[config.mk]
export PLATFORM = sky130hd
export DESIGN_NAME = bus_sampler_ctrl
export DESIGN_NICKNAME = d
export VERILOG_FILES = /design/src/rtl/bus_sampler_pkg.sv /design/src/rtl/bus_sampler_trig.sv /design/src/rtl/bus_sampler_ctrl.sv
export SDC_FILE = /design/constraint.sdc
export NUM_CORES = 1
export LEC_CHECK = 0
export ABC_AREA = 1
export CAP_MARGIN = 20
export CELL_PAD_IN_SITES_DETAIL_PLACEMENT = 0
export CELL_PAD_IN_SITES_GLOBAL_PLACEMENT = 1
export CORE_AREA = 2 2 138 140
export DETAILED_ROUTE_END_ITERATION = 12
export DIE_AREA = 0 0 140 142
export PLACE_DENSITY = 0.79
export SYNTH_ARGS = -nofsm -noshare
export SYNTH_HDL_FRONTEND = slang
export SYNTH_SLANG_ARGS = --single-unit
[constraint.sdc]
create_clock -name clk_sys -period 4.2 [get_ports clk_sys]
set_clock_uncertainty 0.2 [all_clocks]
set_input_delay 1.05 -clock clk_sys [delete_from_list [all_inputs] [get_ports clk_sys]]
set_output_delay 1.05 -clock clk_sys [all_outputs]
set_load 0.01 [all_outputs]
[src/rtl/bus_sampler_pkg.sv]
// Shared definitions for the C64 bus logic-analyser capture path.
package bus_sampler_pkg;

    localparam int SAMPLE_DEPTH_LOG2 = 10;
    localparam int C64_ADDR_W        = 16;

    typedef enum logic [2:0] {
        ST_IDLE = 3'd0,
        ST_PRE  = 3'd1,
        ST_WAIT = 3'd2,
        ST_POST = 3'd3,
        ST_DONE = 3'd4
    } state_e;

    // Sample word layout, shared with the sample buffer writer.
    localparam int SW_ADDR_LSB = 0;
    localparam int SW_RW_BIT   = 16;
    localparam int SW_IRQ_BIT  = 17;
    localparam int SW_NMI_BIT  = 18;
    localparam int SW_EXT_BIT  = 19;
    localparam int SW_WIDTH    = 20;

endpackage

[src/rtl/bus_sampler_trig.sv]
// Sample strobe generation and combinational trigger match.
module bus_sampler_trig
    import bus_sampler_pkg::*;
#(
    parameter int ADDR_W = C64_ADDR_W
) (
    input  logic              clk_sys,
    input  logic              rst_n,
    input  logic              mode_phi2,
    input  logic [ADDR_W-1:0] trig_addr,
    input  logic [ADDR_W-1:0] trig_mask,
    input  logic              trig_addr_en,
    input  logic              trig_rw_en,
    input  logic              trig_rw_val,
    input  logic              trig_irq_en,
    input  logic              trig_nmi_en,
    input  logic              ext_trig_en,
    input  logic              ext_trig,
    input  logic [ADDR_W-1:0] c64_addr,
    input  logic              c64_rw,
    input  logic              c64_phi2,
    input  logic              c64_irq_n,
    input  logic              c64_nmi_n,
    output logic              strobe,
    output logic              match
);

    logic phi2_d;
    logic addr_hit;

    always_ff @(posedge clk_sys or negedge rst_n) begin
        if (!rst_n) phi2_d <= 1'b0;
        else        phi2_d <= c64_phi2;
    end

    // Fires on the first cycle PHI2 is seen low.
    assign strobe = mode_phi2 ? (phi2_d & ~c64_phi2) : 1'b1;

    assign addr_hit = trig_addr_en
                    && (((c64_addr ^ trig_addr) & trig_mask) == '0)
                    && (!trig_rw_en || (c64_rw == trig_rw_val));

    assign match = addr_hit
                 | (trig_irq_en & ~c64_irq_n)
                 | (trig_nmi_en & ~c64_nmi_n)
                 | (ext_trig_en & ext_trig);

endmodule

[src/rtl/bus_sampler_ctrl.sv]
// Capture sequencer: pre-trigger fill, trigger wait, post-trigger fill, stop.
module bus_sampler_ctrl
    import bus_sampler_pkg::*;
#(
    parameter int DEPTH_LOG2 = SAMPLE_DEPTH_LOG2,
    parameter int ADDR_W     = C64_ADDR_W
) (
    input  logic                  clk_sys,
    input  logic                  rst_n,
    input  logic                  arm,
    input  logic                  abort,
    input  logic                  mode_phi2,
    input  logic [DEPTH_LOG2-1:0] pre_len,
    input  logic [DEPTH_LOG2-1:0] post_len,
    input  logic [ADDR_W-1:0]     trig_addr,
    input  logic [ADDR_W-1:0]     trig_mask,
    input  logic                  trig_addr_en,
    input  logic                  trig_rw_en,
    input  logic                  trig_rw_val,
    input  logic                  trig_irq_en,
    input  logic                  trig_nmi_en,
    input  logic                  ext_trig_en,
    input  logic                  ext_trig,
    input  logic [ADDR_W-1:0]     c64_addr,
    input  logic                  c64_rw,
    input  logic                  c64_phi2,
    input  logic                  c64_irq_n,
    input  logic                  c64_nmi_n,
    output logic                  sample_we,
    output logic [DEPTH_LOG2-1:0] sample_waddr,
    output logic [2:0]            state,
    output logic                  triggered,
    output logic                  done,
    output logic                  cfg_err,
    output logic [DEPTH_LOG2-1:0] trig_index,
    output logic [DEPTH_LOG2-1:0] start_index
);

    localparam logic [DEPTH_LOG2:0] DEPTH_N = {1'b1, {DEPTH_LOG2{1'b0}}};

    logic                  mode_q, aen_q, rwen_q, rwval_q, irqen_q, nmien_q, exten_q;
    logic [DEPTH_LOG2-1:0] pre_q, post_q;
    logic [ADDR_W-1:0]     taddr_q, tmask_q;

    state_e                st, st_nxt;
    logic [DEPTH_LOG2-1:0] cnt, cnt_nxt, cnt_inc, waddr_nxt, ti_nxt, si_nxt;
    logic                  trig_nxt, done_nxt, err_nxt, cfg_ld;
    logic [DEPTH_LOG2:0]   need;
    logic                  strobe, match, busy;

    bus_sampler_trig #(.ADDR_W(ADDR_W)) u_trig (
        .clk_sys     (clk_sys),
        .rst_n       (rst_n),
        .mode_phi2   (mode_q),
        .trig_addr   (taddr_q),
        .trig_mask   (tmask_q),
        .trig_addr_en(aen_q),
        .trig_rw_en  (rwen_q),
        .trig_rw_val (rwval_q),
        .trig_irq_en (irqen_q),
        .trig_nmi_en (nmien_q),
        .ext_trig_en (exten_q),
        .ext_trig    (ext_trig),
        .c64_addr    (c64_addr),
        .c64_rw      (c64_rw),
        .c64_phi2    (c64_phi2),
        .c64_irq_n   (c64_irq_n),
        .c64_nmi_n   (c64_nmi_n),
        .strobe      (strobe),
        .match       (match)
    );

    assign need      = {1'b0, pre_len} + {1'b0, post_len} + {{DEPTH_LOG2{1'b0}}, 1'b1};
    assign busy      = (st == ST_PRE) || (st == ST_WAIT) || (st == ST_POST);
    assign sample_we = strobe & busy & ~abort;
    assign cnt_inc   = cnt + 1'b1;
    assign state     = st;

    always_comb begin
        st_nxt    = st;
        cnt_nxt   = cnt;
        waddr_nxt = sample_waddr;
        trig_nxt  = triggered;
        done_nxt  = done;
        err_nxt   = cfg_err;
        ti_nxt    = trig_index;
        si_nxt    = start_index;
        cfg_ld    = 1'b0;
        if (abort) begin
            st_nxt   = ST_IDLE;
            trig_nxt = 1'b0;
            done_nxt = 1'b0;
        end else begin
            case (st)
                ST_IDLE, ST_DONE: begin
                    if (arm) begin
                        if (need > DEPTH_N) begin
                            err_nxt = 1'b1;
                        end else begin
                            cfg_ld    = 1'b1;
                            err_nxt   = 1'b0;
                            trig_nxt  = 1'b0;
                            done_nxt  = 1'b0;
                            waddr_nxt = '0;
                            cnt_nxt   = '0;
                            st_nxt    = (pre_len != '0) ? ST_PRE : ST_WAIT;
                        end
                    end
                end
                ST_PRE: begin
                    if (sample_we) begin
                        waddr_nxt = sample_waddr + 1'b1;
                        cnt_nxt   = cnt_inc;
                        if (cnt_inc == pre_q) st_nxt = ST_WAIT;
                    end
                end
                ST_WAIT: begin
                    if (sample_we) begin
                        waddr_nxt = sample_waddr + 1'b1;
                        if (match) begin
                            ti_nxt   = sample_waddr;
                            si_nxt   = sample_waddr - pre_q;
                            trig_nxt = 1'b1;
                            cnt_nxt  = '0;
                            if (post_q == '0) begin
                                st_nxt   = ST_DONE;
                                done_nxt = 1'b1;
                            end else begin
                                st_nxt = ST_POST;
                            end
                        end
                    end
                end
                ST_POST: begin
                    if (sample_we) begin
                        waddr_nxt = sample_waddr + 1'b1;
                        cnt_nxt   = cnt_inc;
                        if (cnt_inc == post_q) begin
                            st_nxt   = ST_DONE;
                            done_nxt = 1'b1;
                        end
                    end
                end
                default: st_nxt = ST_IDLE;
            endcase
        end
    end

    always_ff @(posedge clk_sys or negedge rst_n) begin
        if (!rst_n) begin
            st           <= ST_IDLE;
            cnt          <= '0;
            sample_waddr <= '0;
            triggered    <= 1'b0;
            done         <= 1'b0;
            cfg_err      <= 1'b0;
            trig_index   <= '0;
            start_index  <= '0;
        end else begin
            st           <= st_nxt;
            cnt          <= cnt_nxt;
            sample_waddr <= waddr_nxt;
            triggered    <= trig_nxt;
            done         <= done_nxt;
            cfg_err      <= err_nxt;
            trig_index   <= ti_nxt;
            start_index  <= si_nxt;
        end
    end

    // Capture config is frozen at arm so register writes mid-capture are harmless.
    always_ff @(posedge clk_sys or negedge rst_n) begin
        if (!rst_n) begin
            mode_q  <= 1'b0;
            pre_q   <= '0;
            post_q  <= '0;
            taddr_q <= '0;
            tmask_q <= '0;
            aen_q   <= 1'b0;
            rwen_q  <= 1'b0;
            rwval_q <= 1'b0;
            irqen_q <= 1'b0;
            nmien_q <= 1'b0;
            exten_q <= 1'b0;
        end else if (cfg_ld) begin
            mode_q  <= mode_phi2;
            pre_q   <= pre_len;
            post_q  <= post_len;
            taddr_q <= trig_addr;
            tmask_q <= trig_mask;
            aen_q   <= trig_addr_en;
            rwen_q  <= trig_rw_en;
            rwval_q <= trig_rw_val;
            irqen_q <= trig_irq_en;
            nmien_q <= trig_nmi_en;
            exten_q <= ext_trig_en;
        end
    end

endmodule
==> results.json, run 1 <==
{
  "status": "completed",
  "path_clk_slew_ps": 80,
  "route.met3.wl_um": 731,
  "grt_pass1_vias": 5674,
  "drv_slew": 0,
  "antenna_found_initial": 1,
  "worstPathRequired_ps": 2950,
  "die_x_um": 140,
  "path_class": "in2out",
  "drt_wl_total_mm": 17.7,
  "grt_pass1_wl_mm": 29.0,
  "grt_use_total_pct": 18.5,
  "numClockSinks": 106,
  "nFillCells": 1906,
  "clock_path_buffers": 2,
  "coreArea_sq_um": 18500,
  "fin_crit_sh_pct": 91.3,
  "ys.flop_type": "dfrtp_1",
  "via_per_inst": 4.66,
  "setup_tns_ps": 0,
  "postSynth.asyncResetShare_pct": 100,
  "first_iter_violations": 330,
  "cts_resized": 0,
  "syn_area_per_cell_sq_um": 7.04,
  "dp_cells": 1243,
  "leakagePower_nw": 4.00,
  "htreeDepth": 3,
  "place.gp.congestion": 0.880,
  "synth-edff-count": 0,
  "ios": 121,
  "synth_cell_types": 37,
  "tightest_slew_ps": 553,
  "numCtsBuffers": 9,
  "worstPathArrival_ps": 2580,
  "clk_latency_ps": 370,
  "highest_layer": "met4",
  "fin_cells": 1260,
  "port_buffers": 120,
  "fin_nets": 1127,
  "period_needed_ps": 3830,
  "drt-pass1-iter-count": 5,
  "ys_ff_latch": 106,
  "drc": 0,
  "hold_path_class": "in2async",
  "ir_drop_mv": 0.229,
  "start_util_pct": 34.4,
  "grt_max_degree": 101,
  "regArea_sq_um": 2650,
  "dp_hpwl_mm": 13.7,
  "setup_viol": 0,
  "avgRoutedWirePerCell_um": 14.0,
  "synth_cells": 901,
  "overflow": 0,
  "wl_met2_mm": 7.89,
  "cp_max_fo": 2,
  "cap_violations": 0,
  "synth_seq_area_share_pct": 41.8,
  "hold_viol_final": 0,
  "fmax_ghz": 0.261,
  "synth_fp_nets": 1008,
  "die_area_sq_um": 19900,
  "hold_buffers": 0,
  "rr_worst_depth": 8,
  "areaGrowthSynthToFinish_pct": 28.4,
  "placementRows": 50,
  "cts_tree": "yes",
  "slew-limit-headroom_pct": 63.1,
  "syn-cell-area_sq_um": 6340,
  "drive_gt1_share_pct": 3.90,
  "drtAntennaViolNets": 0,
  "vias": 5877,
  "die-height_um": 142,
  "powerDensity_nw_per_um2": 566,
  "cts_setup_buffers": 0,
  "rsz0062_at_grt": "no",
  "multi_input_area_sq_um": 3180,
  "cp-end-kind": "primary output",
  "m1WireLength_mm": 8.46,
  "yosys_warnings": 0,
  "cts_root_buf": "clkbuf_16",
  "start_kind": "primary input"
}
[power by group]
part           total [mW]  internal (mW)  switching [mW]
logic                1.98          0.834            1.14
clock network       0.931          0.483           0.449
registers            1.70           1.40           0.296
[state kept, by name, summed over array words and instances (netlist names)]
register / count
pre_q: 10
aen_q: 1
rwen_q: 1
cnt: 10
start_index: 10
triggered: 1
mode_q: 1
nmien_q: 1
cfg_err: 1
state: 3
u_trig.phi2_d: 1
tmask_q: 16
irqen_q: 1
taddr_q: 16
rwval_q: 1
done: 1
trig_index: 10
post_q: 10
sample_waddr: 10
exten_q: 1
[through the flow]
stage / power, mW / setup slack, ps / util (%) / cell area (sq um) / hold WS [ps]
detailed placement: 3.71 / 196 / 42.4 / 7820 / 266
CTS: 4.66 / 388 / 44.1 / 8140 / 279
finish: 4.61 / 367 / 44.1 / 8140 / 284
floorplan: 2.95 / 1020 / - / 6340 / 249
global placement: 3.68 / 263 / 42.4 / 7820 / 264
global route: 5.03 / 296 / 44.1 / 8140 / 281
[Yosys cell counts (2+ instances only)]
master,n,area [sq um]
buf_2,12,60.1
a21oi_1,18,90.1
clkbuf_1,6,22.5
inv_1,98,368
inv_2,3,11.3
nand3_1,59,295
ha_1,21,263
o21bai_1,3,22.5
nand4_1,12,75.1
o21ai_0,52,260
nand3_2,2,20.0
o21ai_1,15,75.1
or2_1,2,12.5
fa_1,2,40.0
xor2_1,14,123
nor2_1,84,315
xnor2_1,6,52.6
dfrtp_1,106,2650
nand2_1,352,1320
nand3b_1,4,30.0
o22ai_1,2,12.5
nor2_2,2,12.5
nor3_1,9,45.0
buf_6,4,45.0
[area by class of cell]
| type | count | share of cell area (%) |
|---|---|---|
| inverters | 101 | 4.66 |
| flip-flops and latches | 106 | 32.6 |
| clock buffers | 9 | 2.77 |
| repair buffers | 131 | 16.2 |
| well taps | 234 | 3.60 |
| diodes | 1 | 0.0307 |
| multi-input cells | 671 | 39.0 |
| clock inverters | 7 | 1.17 |
[final timing paths]
kind	from	endpoint	slack, ps
worst max-delay path	c64_phi2	sample_we	370
min in group clk_sys	exten_q$_DFFE_PN0P_	exten_q$_DFFE_PN0P_	280
max in group asynchronous	rst_n	done$_DFFE_PN0P_	2760
worst max register to register	sample_waddr[0]$_DFFE_PN0P_	start_index[8]$_DFFE_PN0P_	1690
worst min-delay path	rst_n	trig_index[5]$_DFFE_PN0P_	280
worst min register to register	exten_q$_DFFE_PN0P_	exten_q$_DFFE_PN0P_	280
[layout by cell type, fill, tap and decap left out, types with 3 or more instances in the layout]
| cell | netlist | layout |
|---|---|---|
| o21ai_1 | 15 | 15 |
| o21ai_0 | 52 | 52 |
| xnor2_1 | 6 | 6 |
| nand2_1 | 352 | 352 |
| o21bai_1 | 3 | 3 |
| inv_1 | 98 | 98 |
| clkdlybuf4s50_1 | 0 | 119 |
| ha_1 | 21 | 21 |
| nand3b_1 | 4 | 4 |
| nor2_1 | 84 | 84 |
| dfrtp_1 | 106 | 106 |
| a21oi_1 | 18 | 18 |
| nor3_1 | 9 | 9 |
| clkbuf_16 | 0 | 9 |
| nand3_1 | 59 | 59 |
| nand4_1 | 12 | 12 |
| inv_2 | 3 | 3 |
| buf_12 | 0 | 3 |
| xor2_1 | 14 | 14 |
| buf_4 | 1 | 9 |
[worst max-delay path, stage by stage]
cell             delay [ps]
clkdlybuf4s50_1         430
inv_1                    60
nand2_1                  40
nand2_1                  80
nand2_1                  80
nor2_1                  230
clkdlybuf4s50_1         610
[logic make-up after synthesis]
kind of cell | count (synthesis) | synth area share, %
simple gates | 532 | 34.4
xor+xnor | 20 | 2.76
fa+ha+maj | 23 | 4.77
buf+inv | 124 | 8.10
compound gates | 96 | 8.12
flops | 106 | 41.8
[routing by layer]
layer  global-route usage, %  vias up
li1                        -     3084
met1                    25.3     2632
met2                    29.1      129
met3                    3.10       32
met4                    8.40        0
met5                       0        -
Note: power is estimated with default switching activity, not from simulation.
==> run 2, diff against run 1 <==
--- a/config.mk
+++ b/config.mk
@@ -10,6 +10,7 @@
 export CELL_PAD_IN_SITES_DETAIL_PLACEMENT = 0
 export CELL_PAD_IN_SITES_GLOBAL_PLACEMENT = 1
 export CORE_AREA = 2 2 138 140
+export CTS_CLUSTER_DIAMETER = 80
 export DETAILED_ROUTE_END_ITERATION = 12
 export DIE_AREA = 0 0 140 142
 export PLACE_DENSITY = 0.79
==> results of run 2 <==
The final DEF is identical to that of run 1; final timing and power are the same.
==> run 3, diff against run 2 <==
--- a/config.mk
+++ b/config.mk
@@ -10,10 +10,9 @@
 export CELL_PAD_IN_SITES_DETAIL_PLACEMENT = 0
 export CELL_PAD_IN_SITES_GLOBAL_PLACEMENT = 1
 export CORE_AREA = 2 2 138 140
-export CTS_CLUSTER_DIAMETER = 80
 export DETAILED_ROUTE_END_ITERATION = 12
 export DIE_AREA = 0 0 140 142
-export PLACE_DENSITY = 0.79
+export PLACE_DENSITY_LB_ADDON = 0.15
 export SYNTH_ARGS = -nofsm -noshare
 export SYNTH_HDL_FRONTEND = slang
 export SYNTH_SLANG_ARGS = --single-unit
==> run 3 against run 2 <==
  * The flow now finishes with violations (design-rule violations)
  * Routed wire length is 1.3% higher
  * Critical path depth is the same
  * Flip-flop and latch count stayed put
  * Total power decreased by 1.7%
  * Combinational power about the same
  * Cell area fell by 0.31%
  * Largest cell class unchanged
==> results.json, run 3 (synthesis results as in run 1) <==
{
  "status": "finished, violations left",
  "violations": "design-rule violations",
  "cts_resized": 0,
  "numCtsBuffers": 9,
  "grt_pass1_wl_mm": 29.2,
  "drive_gt1_share_pct": 3.90,
  "via_per_inst": 4.57,
  "hold_path_class": "reg2reg",
  "cts_root_buf": "clkbuf_16",
  "p_switching_mw": 1.87,
  "largestRegisters": "taddr_q x16, tmask_q x16",
  "areaGrowthSynthToFinish_pct": 28.0,
  "power.share.clock_pct": 18.6,
  "finalCoreUtilization_pct": 44.0,
  "final_area_sq_um": 8120,
  "clock_path_buffers": 2,
  "path_class": "in2out",
  "first_iter_violations": 296,
  "grtUsageMet2_pct": 28.9,
  "fin_crit_sh_pct": 90.2,
  "cts_tree": "yes",
  "worstPathRequired_ps": 2950,
  "grt_pass1_vias": 5613,
  "period_needed_ps": 3790,
  "cts_setup_buffers": 0,
  "power_mw": 4.53,
  "coreArea_sq_um": 18500,
  "hold_viol_final": 0,
  "gr-usage-met3_pct": 3.67,
  "overflow": 0,
  "power.internal_mw": 2.65,
  "layout_commonest_cell": "nand2_1",
  "busiest_layer": "met2",
  "r2r_slack_ps": 1670,
  "combPwrFrac_pct": 43.9,
  "die-height_um": 142,
  "drt_wl_total_mm": 17.9,
  "setup_viol": 0,
  "start_kind": "primary input",
  "path_clk_slew_ps": 80,
  "dpl_cell_area_sq_um": 7830,
  "reg2reg_from": "sample_waddr[0]$_DFFE_PN0P_",
  "port_buffers": 120,
  "clk_latency_ps": 360,
  "rsz0062_at_grt": "no",
  "diodes": 0,
  "die_area_sq_um": 19900,
  "cap_violations": 0,
  "powerDensity_nw_per_um2": 558,
  "ir_drop_mv": 0.212,
  "grt_use_total_pct": 18.7,
  "vias": 5754,
  "numClockSinks": 106,
  "drc": 2,
  "die_x_um": 140,
  "hold_start": "rwen_q$_DFFE_PN0P_",
  "place.gp.congestion": 0.848,
  "dp_hpwl_mm": 14.0,
  "drtAntennaViolNets": 0,
  "fin_nets": 1127,
  "swShare_pct": 41.4,
  "htreeDepth": 3,
  "worstPathArrival_ps": 2540,
  "hold_buffers": 0,
  "start_util_pct": 34.4,
  "final_cell_mix": "nand2_1 (352), clkdlybuf4s50_1 (119), dfrtp_1 (106), inv_1 (98), nor2_1 (84)",
  "ios": 121,
  "slew-limit-headroom_pct": 62.9,
  "rr_worst_depth": 8,
  "fmax_ghz": 0.264,
  "worst_hold_slack_ps": 282,
  "whs_endpoint": "rwen_q$_DFFE_PN0P_",
  "leakagePower_nw": 3.98,
  "tightest_slew_ps": 556,
  "cp-end-kind": "primary output",
  "grt_max_degree": 67,
  "seqPwrFrac_pct": 37.5,
  "drt-pass1-iter-count": 9,
  "use_met1_pct": 26.9,
  "setup_tns_ps": 0,
  "cp_max_fo": 2,
  "placementRows": 50,
  "antenna_found_initial": 0,
  "r2r-end": "start_index[8]$_DFFE_PN0P_",
  "avgRoutedWirePerCell_um": 14.2,
  "drv_slew": 0,
  "whs_path_depth": 2
}
[run 3: cell count changes in the layout (fill, tap and decap cells not counted), sizes merged]
cell | previous run | this run
bufinv | 1 | 0
clkinvlp | 0 | 2
diode | 1 | 0
inv | 105 | 104
[run 3: worst max-delay path by stage]
stage	startpoint	to	depth (start not counted)
global placement	pre_len[0]	cnt[9]$_DFFE_PN0P_	17
global route	c64_phi2	sample_we	7
floorplan	pre_len[0]	sample_waddr[3]$_DFFE_PN0P_	17
finish	c64_phi2	sample_we	7
CTS	c64_phi2	sample_we	7
detailed placement	pre_len[0]	cnt[1]$_DFFE_PN0P_	18
[run 3: power by group through the flow]
stage,clock (mW),combinational (mW),sequential [mW]
2_1_floorplan,0,1.28,1.67
3_5_place_dp,0,2.01,1.72
6_report,0.843,1.99,1.70
4_1_cts,0.880,2.02,1.70
5_1_grt,0.913,2.28,1.75
3_3_place_gp,0,2.00,1.71
[run 3: worst max-delay path, cell delays in order]
cell	delay, ps
clkdlybuf4s50_1	410
inv_1	60
nand2_1	80
nand2_1	70
nand2_1	70
nor2_1	220
clkdlybuf4s50_1	590
[run 3: metal layers]
layer | routed length, um | up-vias
li1 | - | 3078
met1 | 9110 | 2570
met2 | 7920 | 90
met3 | 632 | 16
met4 | 232 | 0
met5 | 0 | -
[run 3: per-stage QoR]
step	std cells	setup WS, ps
after CTS	1259	399
after global routing	1259	282
after global placement	1243	256
final	1259	410
after floorplan	901	1020
after detailed placement	1243	213
[run 3: layout make-up]
| class | instances | area (sq um) |
|---|---|---|
| Clock inverter | 7 | 60.1 |
| Inverter | 101 | 379 |
| Clock buffer | 9 | 225 |
| Timing Repair Buffer | 131 | 1330 |
| Tap cell | 234 | 293 |
| Sequential cell | 106 | 2650 |
| Multi-Input combinational cell | 671 | 3180 |
| Fill cell | 1923 | 10300 |
==> patch (config.mk and constraints of run 3) <==
The package constant `C64_ADDR_W` goes from 16 to 15.
--- a/src/rtl/bus_sampler_pkg.sv
+++ b/src/rtl/bus_sampler_pkg.sv
@@ -4,3 +4,3 @@
     localparam int SAMPLE_DEPTH_LOG2 = 10;
-    localparam int C64_ADDR_W        = 16;
+    localparam int C64_ADDR_W        = 15;
 
Interface: changed (resized c64_addr, trig_addr and trig_mask); port bits go from 121 to 118. No check against the original RTL was run, so the function may have changed too.
==> patch against run 3 <==
- the flow still finishes with violations (DRC)
- wire length decreased by 3.2%
- cell count shrank 2.9%
- power up 0.48%
- area after synthesis is 2.7% lower
- setup slack improved by 75 ps
- maximum frequency up 2.0%
- register-to-register slack worse by 230 ps
- sequential cell count down 2
- final area decreased by 2.4%
- critical path depth is 2 lower
- critical endpoint unchanged
==> patch: results (changes against run 3) <==
| Metric | Value |
|---|---|
| Async S/R FF share, synth | 100% (unchanged) |
| Crit Reg-Reg Endpoint | state[2] |
| Largest regs | taddr_q x15, tmask_q x15 |
| Synth top area cells | dfrtp_1 (42%), nand2_1 (20%), inv_1 (5.9%), o21ai_0 (5.4%), nand3_1 (5.2%) |
| Layout net count | 1087 (-3.5%) |
| Pin count of the biggest net entering global routing | 58 (-13%) |
| Cells after Synth | 867 (-3.8%) |
| Synth unique cells | 32 (-14%) |
| Global-route wire length before repair | 28.5 mm (-2.4%) |
| Share of cells above drive strength 1 | 4.15% (+0.25 points) |
| Pleak | 3.87 nW (-2.7%) |
| R2R setup slack | 1440 ps (-230 ps) |
| Final Max Slew Viols | 0 (unchanged) |
| Syn nets | 971 (-3.7%) |
| Register area share after synthesis | 42.2% (+0.36 points) |
| Worst reg2reg startpoint | cnt[0] |
| WL/cell | 14.2 um (-0.40%) |
| GRT Overall Usage | 18.3% (-0.41 points) |
| Most common library cells after synthesis | nand2_1 (332), dfrtp_1 (104), inv_1 (97) |
| Hold path endpoint | done |
| CTS resizes | 0 (unchanged) |
| Maximum vdd ir drop | 0.000218 V (+3.0%) |
| Hpwl dp | 13.6 mm (-2.8%) |
| Tightest Pin Transition | 669 ps (+112 ps) |
| Failing checks | DRC |
| Placement Setup Slack | 224 ps (+11.0 ps) |
| DR iter-0 viols | 314 (+6.1%) |
| Final Non-Filler Cells | 1223 (-2.9%) |
| Worst path max stage delay | 570 ps (-20 ps) |
| DRC viols | 3 (+1) |
| Xor/xnor share of the synthesized area | 2.41% (-0.35 points) |
| Final GP Congestion | 0.861 (+1.5%) |
| Hold_sp | done |
| Num CTS Buffers | 9 (unchanged) |
| PortBufs | 117 (-2.5%) |
| Status | finished with violations |
| Clock Tree Root | clkbuf_16 |
| Hold/Removal Path Class | register to register |
| R2R depth | 16 (+8) |
| Overflow left after global routing | 0 (unchanged) |
| Vias in the first global route | 5376 (-4.2%) |
| Post-synthesis adder-cell area fraction | 4.91% (+0.13 points) |
| Via count | 5601 (-2.7%) |
| Initial antenna violation count | 1 (+1) |
| Compound-Gate Fraction of Synth Area | 9.02% (+0.90 points) |
## patch: cell count changes after synthesis, sizes merged, moves of 3 or more
cell | run 3 | this run
a21oi | 19 | 22
buf | 17 | 14
nand2 | 354 | 336
nand3 | 61 | 64
nand4 | 12 | 15
nor2 | 87 | 59
o21ai | 67 | 73
or2 | 3 | 8
## patch: layout make-up
cell class                 count  area [um^2]
fill                        1929        10500
clock inverter                 7          101
clock buffer                   9          225
sequential                   104         2600
timing repair buffer         126         1260
tap                          234          293
multi-input combinational    643         3070
inverter                      99          372
antenna                        1         2.50
## patch: cells by family after synthesis
logic type,Yosys count
simple gates,497
buf+inv,120
compound gates,106
flops,104
fa+ha+maj,23
xor+xnor,17
## patch: worst max path at each step
stage | endpoint | slack, ps | cells past startpoint
finish | sample_we | 490 | 5
global route | cnt[4] | 280 | 19
CTS | sample_we | 450 | 5
detailed placement | cnt[9] | 220 | 19
global placement | cnt[0] | 270 | 19
floorplan | pre_q[5] | 1050 | 17
## patch: metrics by stage
stage	area, um^2	hold WS, ps
detailed placement	7590	259
global placement	7590	259
global route	7920	302
CTS	7920	280
floorplan	6170	243
finish	7920	274
## patch: power breakdown
part	internal [W]	total [W]	leakage, nW	switching, W
clock	0.000531	0.000953	0.158	0.000422
sequential	0.00138	0.00167	1.34	0.000291
combinational	0.000831	0.00193	2.38	0.00110
## patch: routing by layer
| metal | vias to the layer above | GRT usage [%] | share of wire, % |
|---|---|---|---|
| met3 | 21 | 3.06 | 3.2 |
| met1 | 2495 | 25.8 | 49 |
| met4 | 0 | 6.43 | 2.1 |
| li1 | 2994 | - | - |
| met2 | 91 | 28.5 | 46 |
| met5 | - | 0 | 0 |
## patch: worst reg2reg max path, delay by kind of cell, from the launching register on
| family | cells | cell delay, ps |
|---|---|---|
| and+or+nand+nor | 13 | 1330 |
| DFF | 1 | 600 |
| adders and majority gates | 1 | 300 |
| buffers and inverters | 2 | 210 |
